## config.mk

```make
export PLATFORM = sky130hd
export DESIGN_NAME = alu32_multicycle
export DESIGN_NICKNAME = d
export VERILOG_FILES = /design/src/rtl/alu32_multicycle_pkg.sv /design/src/rtl/alu32_multicycle_slice.sv /design/src/rtl/alu32_multicycle.sv
export SDC_FILE = /design/constraint.sdc
export NUM_CORES = 1
export LEC_CHECK = 0
export CORE_AREA = 2 2 110 112
export CTS_BUF_LIST = sky130_fd_sc_hd__clkbuf_8
export DETAILED_ROUTE_END_ITERATION = 16
export DIE_AREA = 0 0 112 114
export PLACE_DENSITY = 0.77
export SYNTH_ARGS = -nofsm -noshare
export SYNTH_HDL_FRONTEND = slang
export SYNTH_SLANG_ARGS = --single-unit
```

## constraint.sdc

```tcl
create_clock -name clk -period 4.1 [get_ports clk]
set_clock_uncertainty 0.2 [all_clocks]
set_input_delay 0.615 -clock clk [delete_from_list [all_inputs] [get_ports clk]]
set_output_delay 0.615 -clock clk [all_outputs]
set_load 0.005 [all_outputs]
```

## src/rtl/alu32_multicycle_pkg.sv

```systemverilog
// Shared opcode/state encodings and sizing helpers for the sliced 32-bit ALU.
package alu32_multicycle_pkg;

  typedef enum logic [2:0] {
    OP_NOTA = 3'b000,
    OP_NOTB = 3'b001,
    OP_AND  = 3'b010,
    OP_OR   = 3'b011,
    OP_XOR  = 3'b100,
    OP_XNOR = 3'b101,
    OP_ADD  = 3'b110,
    OP_SUB  = 3'b111
  } op_e;

  typedef enum logic [1:0] {
    ST_IDLE = 2'd0,
    ST_RUN  = 2'd1,
    ST_DONE = 2'd2
  } state_e;

  localparam int DATA_W = 32;

  function automatic int steps_of(input int slice_w);
    return DATA_W / slice_w;
  endfunction

  // A one-step configuration still needs a 1-bit counter to stay well-formed.
  function automatic int cnt_width(input int steps);
    return (steps > 1) ? $clog2(steps) : 1;
  endfunction

endpackage

```

## src/rtl/alu32_multicycle_slice.sv

```systemverilog
// Combinational W-bit ALU slice: logic result plus add and subtract carry chains.
module alu32_multicycle_slice
  import alu32_multicycle_pkg::*;
#(
  parameter int W = 8
) (
  input  logic [2:0]   op,
  input  logic [W-1:0] a,
  input  logic [W-1:0] b,
  input  logic         cin_add,
  input  logic         cin_sub,
  output logic [W-1:0] res,
  output logic         cout_add,
  output logic         cout_sub,
  output logic         cmsb_add,
  output logic         cmsb_sub
);

  logic [W-1:0] b_inv;
  logic [W:0]   sum_add;
  logic [W:0]   sum_sub;

  assign b_inv   = ~b;
  assign sum_add = {1'b0, a} + {1'b0, b}     + {{W{1'b0}}, cin_add};
  assign sum_sub = {1'b0, a} + {1'b0, b_inv} + {{W{1'b0}}, cin_sub};

  assign cout_add = sum_add[W];
  assign cout_sub = sum_sub[W];
  // Carry into the top bit falls out of the sum bit and its two addend bits.
  assign cmsb_add = sum_add[W-1] ^ a[W-1] ^ b[W-1];
  assign cmsb_sub = sum_sub[W-1] ^ a[W-1] ^ b_inv[W-1];

  always_comb begin
    res = '0;
    case (op)
      OP_NOTA: res = ~a;
      OP_NOTB: res = b_inv;
      OP_AND:  res = a & b;
      OP_OR:   res = a | b;
      OP_XOR:  res = a ^ b;
      OP_XNOR: res = ~(a ^ b);
      OP_ADD:  res = sum_add[W-1:0];
      default: res = sum_sub[W-1:0];
    endcase
  end

endmodule

```

## src/rtl/alu32_multicycle.sv

```systemverilog
// Multi-cycle 32-bit ALU: walks SLICE_W-bit slices LSB first, then pulses done.
module alu32_multicycle
  import alu32_multicycle_pkg::*;
#(
  parameter int SLICE_W = 8
) (
  input  logic        clk,
  input  logic        reset,
  input  logic        start,
  input  logic [2:0]  op,
  input  logic [31:0] a,
  input  logic [31:0] b,
  output logic        busy,
  output logic        done,
  output logic [2:0]  op_out,
  output logic [31:0] result,
  output logic        co_add,
  output logic        co_prev_add,
  output logic        co_sub,
  output logic        co_prev_sub
);

  localparam int STEPS = steps_of(SLICE_W);
  localparam int CNT_W = cnt_width(STEPS);
  localparam logic [CNT_W-1:0] LAST_STEP = CNT_W'(STEPS - 1);

  state_e             state_reg;
  logic [31:0]        a_reg;
  logic [31:0]        b_reg;
  logic [CNT_W-1:0]   step_reg;
  logic               carry_add_reg;
  logic               carry_sub_reg;

  logic [5:0]         bit_base;
  logic [SLICE_W-1:0] a_slice;
  logic [SLICE_W-1:0] b_slice;
  logic [SLICE_W-1:0] res_slice;
  logic               cout_add;
  logic               cout_sub;
  logic               cmsb_add;
  logic               cmsb_sub;

  assign bit_base = 6'(int'(step_reg) * SLICE_W);
  assign a_slice  = a_reg[bit_base +: SLICE_W];
  assign b_slice  = b_reg[bit_base +: SLICE_W];

  alu32_multicycle_slice #(
    .W(SLICE_W)
  ) u_slice (
    .op       (op_out),
    .a        (a_slice),
    .b        (b_slice),
    .cin_add  (carry_add_reg),
    .cin_sub  (carry_sub_reg),
    .res      (res_slice),
    .cout_add (cout_add),
    .cout_sub (cout_sub),
    .cmsb_add (cmsb_add),
    .cmsb_sub (cmsb_sub)
  );

  always_ff @(posedge clk) begin
    if (reset) begin
      state_reg     <= ST_IDLE;
      busy          <= 1'b0;
      done          <= 1'b0;
      op_out        <= '0;
      result        <= '0;
      co_add        <= 1'b0;
      co_prev_add   <= 1'b0;
      co_sub        <= 1'b0;
      co_prev_sub   <= 1'b0;
      a_reg         <= '0;
      b_reg         <= '0;
      step_reg      <= '0;
      carry_add_reg <= 1'b0;
      carry_sub_reg <= 1'b0;
    end else begin
      case (state_reg)
        ST_IDLE: begin
          // The done cycle is spent here with busy still high, so a start
          // arriving alongside done is dropped rather than accepted.
          done <= 1'b0;
          busy <= 1'b0;
          if (start && !busy) begin
            a_reg         <= a;
            b_reg         <= b;
            op_out        <= op;
            step_reg      <= '0;
            carry_add_reg <= 1'b0;
            carry_sub_reg <= 1'b1;
            busy          <= 1'b1;
            state_reg     <= ST_RUN;
          end
        end
        ST_RUN: begin
          result[bit_base +: SLICE_W] <= res_slice;
          carry_add_reg <= cout_add;
          carry_sub_reg <= cout_sub;
          if (step_reg == LAST_STEP) begin
            co_add      <= cout_add;
            co_prev_add <= cmsb_add;
            co_sub      <= cout_sub;
            co_prev_sub <= cmsb_sub;
            state_reg   <= ST_DONE;
          end else begin
            step_reg <= step_reg + 1'b1;
          end
        end
        ST_DONE: begin
          done      <= 1'b1;
          state_reg <= ST_IDLE;
        end
        default: state_reg <= ST_IDLE;
      endcase
    end
  end

endmodule
```

==> metrics.yaml <==
routing:
  vias: 5276
  vias_per_cell: 5.64
  initialDrtViolationCount: 333
  drcViolationCount: 0
  routed_wirelength_um: 15300
  routed_wire_length_per_instance_um: 16.3
  drtPass1Iterations: 6
  drtAntennaViolNets: 0
layout:
  area.growth.synth_to_final_pct: 23.7
  final_util: 0.610
  drive_above_1_share: 0.0558
  finalInstanceArea_um2: 7150
  nFillCells: 1066
  mostFrequentLayoutCell: "nand2_1"
  diodes: 0
  final_cell_mix: "nand2_1, dfxtp_1, clkdlybuf4s50_1, a21oi_1"
  final_nets: 886
sta:
  period_needed_ns: 3.81
  finalCritPeriodShare: 0.930
  accumulated_negative_setup_slack_ns: 0
  rsz0062_at_grt: "no"
  final-setup-viol-count: 0
  slew_headroom: 0.480
  worstMarginPinSlew_ns: 0.780
  maxSlewViolCount: 0
  timing.final.hold_violations: 0
  clock.fmax_ghz: 0.262
global_routing:
  total_routing_resource_utilization_after_global_routing: 0.239
  global_route_wire_length_before_repair_um: 24600
  overflow: 0
  largest_net_degree_at_the_start_of_global_routing: 77
  vias_in_the_first_global_route: 5025
  antenna_found_initial: 0
power:
  power.static_leakage_nw: 2.69
  power.clock.fraction: 0.258
  power.internal_mw: 1.65
  power.switching_uw: 769
  power_frac_comb: 0.255
  power_per_cell_area_nw_per_um2: 338
  ir_worst_vdd_v: 0.000242
  share_of_total_power_in_sequential_cells: 0.487
  switching_share: 0.318
worst_setup_path:
  critical_path.slowest_cell: "mux4_2"
  cp_data_required_time_ns: 4.23
  r2r_end: "result[14]"
  crit_path_start: "step_reg[0]"
  path_cells: "mux4_2 -> fa_1 -> fa_1 -> a211oi_1 -> o21bai_1 -> a2111oi_0 -> a211oi_1 -> a31oi_1 -> a22o_1"
  critical_path.endpoint_type: "flip-flop"
  critical_path_arrival_ns: 3.95
  timing_worst_setup_path_type: "reg -> reg"
  critPathMaxStageDelay_ns: 0.61
  rrSetupSlack_ns: 0.29
  critPathLaunchType: "flip-flop"
  regToRegStartpoint: "step_reg[0]"
  worst_r2r_path_depth: 9
  path_max_fanout: 5
flow_run:
  maximum_capacitance_violations: 0
floorplan:
  pin_count: 111
  die_w_um: 112
  rows: 40
  fp.dieH_um: 114
  floorplan.core_area_um2: 11700
  dieArea_um2: 12800
  initial_util: 0.493
hold_path:
  hold_path_depth: 2
  min_to: "a_reg[19]"
  hold_path.startpoint: "a_reg[19]"
  hold_class: "reg -> reg"
outcome:
  outcome: "finished clean"
placement:
  hpwl_um: 11600
  numPortBuffers: 110
  routabilityCongestion: 0.931
  post_detailed_placement_cell_area_um2: 6960
logic_synthesis:
  seq_area_frac_synth: 0.385
  post_synth_inst_count: 694
  ys_types: 63
  ys_seq_elements: 111
  postSynth.asyncResetShare: 0
  dominantRegCellSynth: "dfxtp_1"
  post_synthesis_instance_area_um2: 5780
  ys.warnings.count: 0
  synth_area_per_cell_um2: 8.33
  synth_enable_flop_cells: 0
  syn-num-nets: 797
clocking:
  root_buffer: "clkbuf_8"
  numClockSinks: 111
  cts_tree: "yes"
  htreeDepth: 3
  numCtsBuffers: 9
  clk_pin_slew_ns: 0.10
  clkLatencyLatePin_ns: 0.38
  holdBufCountCts: 0
  cts-root-to-sink-buffers: 2
==> cell usage after synthesis, types with 7 or more instances <==
master	n	area share
a22o_1	11	0.017
nor2b_1	7	0.0076
mux4_1	9	0.041
a21oi_1	94	0.081
nand2_1	177	0.11
o21ai_0	31	0.027
clkbuf_1	29	0.019
nor3_1	9	0.0078
inv_1	29	0.019
a211oi_1	11	0.014
nor2_1	27	0.018
nand3_1	12	0.010
dfxtp_1	111	0.38
mux2i_1	8	0.014
ha_1	29	0.063
==> final cells by class <==
class                      count  area, µm²  area share
inverter                      31        116      0.0163
tap                          147        184      0.0257
multi-input combinational    510       3250       0.454
sequential                   111       2220       0.311
timing repair buffer         120       1200       0.167
clock inverter                 6       43.8     0.00613
clock buffer                  10        138      0.0193
==> worst max-delay path by stage <==
| stage | end | cells past startpoint |
|---|---|---|
| final | result[14] | 9 |
| after global routing | result[30] | 9 |
| after CTS | result[7] | 10 |
| after detailed placement | result[7] | 10 |
| after global placement | result[22] | 9 |
| after floorplan | result[14] | 11 |
==> power groups by stage <==
| stage | clock network (mW) | registers [mW] | logic (mW) |
|---|---|---|---|
| after floorplan | 0 | 1.19 | 0.408 |
| after global placement | 0 | 1.20 | 0.593 |
| after detailed placement | 0 | 1.20 | 0.608 |
| after CTS | 0.635 | 1.18 | 0.610 |
| after global routing | 0.675 | 1.18 | 0.676 |
| final | 0.625 | 1.18 | 0.616 |
==> per-layer routing <==
layer  GRT usage  wire length, µm  share of wire
met1       0.307             6680           0.44
met2       0.414             7350           0.48
met3      0.0399              916          0.060
met4      0.0789              332          0.022
met5           0                0              0
==> what timing repair did <==
action,in CTS,in global routing
resized for setup,0,1
setup endpoints to repair,0,3
setup buffers,0,0
==> kinds of logic after synthesis <==
kind of cell    count (synthesis)  synth area share
simple gates                  260             0.194
mux                            24            0.0801
xor+xnor                        4           0.00736
flops                         111             0.385
buf+inv                        73            0.0556
fa+ha+maj                      33            0.0767
compound gates                189             0.201
==> critical path: cells and delay by family, from the launching register on <==
family	cells	cell delay (ns)
AOI/OAI and AO/OA	6	1.51
adders and majority gates	2	0.91
DFF	1	0.52
muxes	1	0.61
==> per-stage QoR <==
| step | std cells | total power, mW | setup slack [ns] | hold WS, ns |
|---|---|---|---|---|
| floorplan | 694 | 1.59 | 0.417 | 0.232 |
| global placement | 919 | 1.79 | 0.370 | 0.235 |
| detailed placement | 919 | 1.81 | 0.254 | 0.241 |
| CTS | 935 | 2.42 | 0.194 | 0.259 |
| global route | 935 | 2.53 | 0.0961 | 0.279 |
| finish | 935 | 2.42 | 0.286 | 0.257 |
No activity file was read; power rests on OpenSTA's default activity.
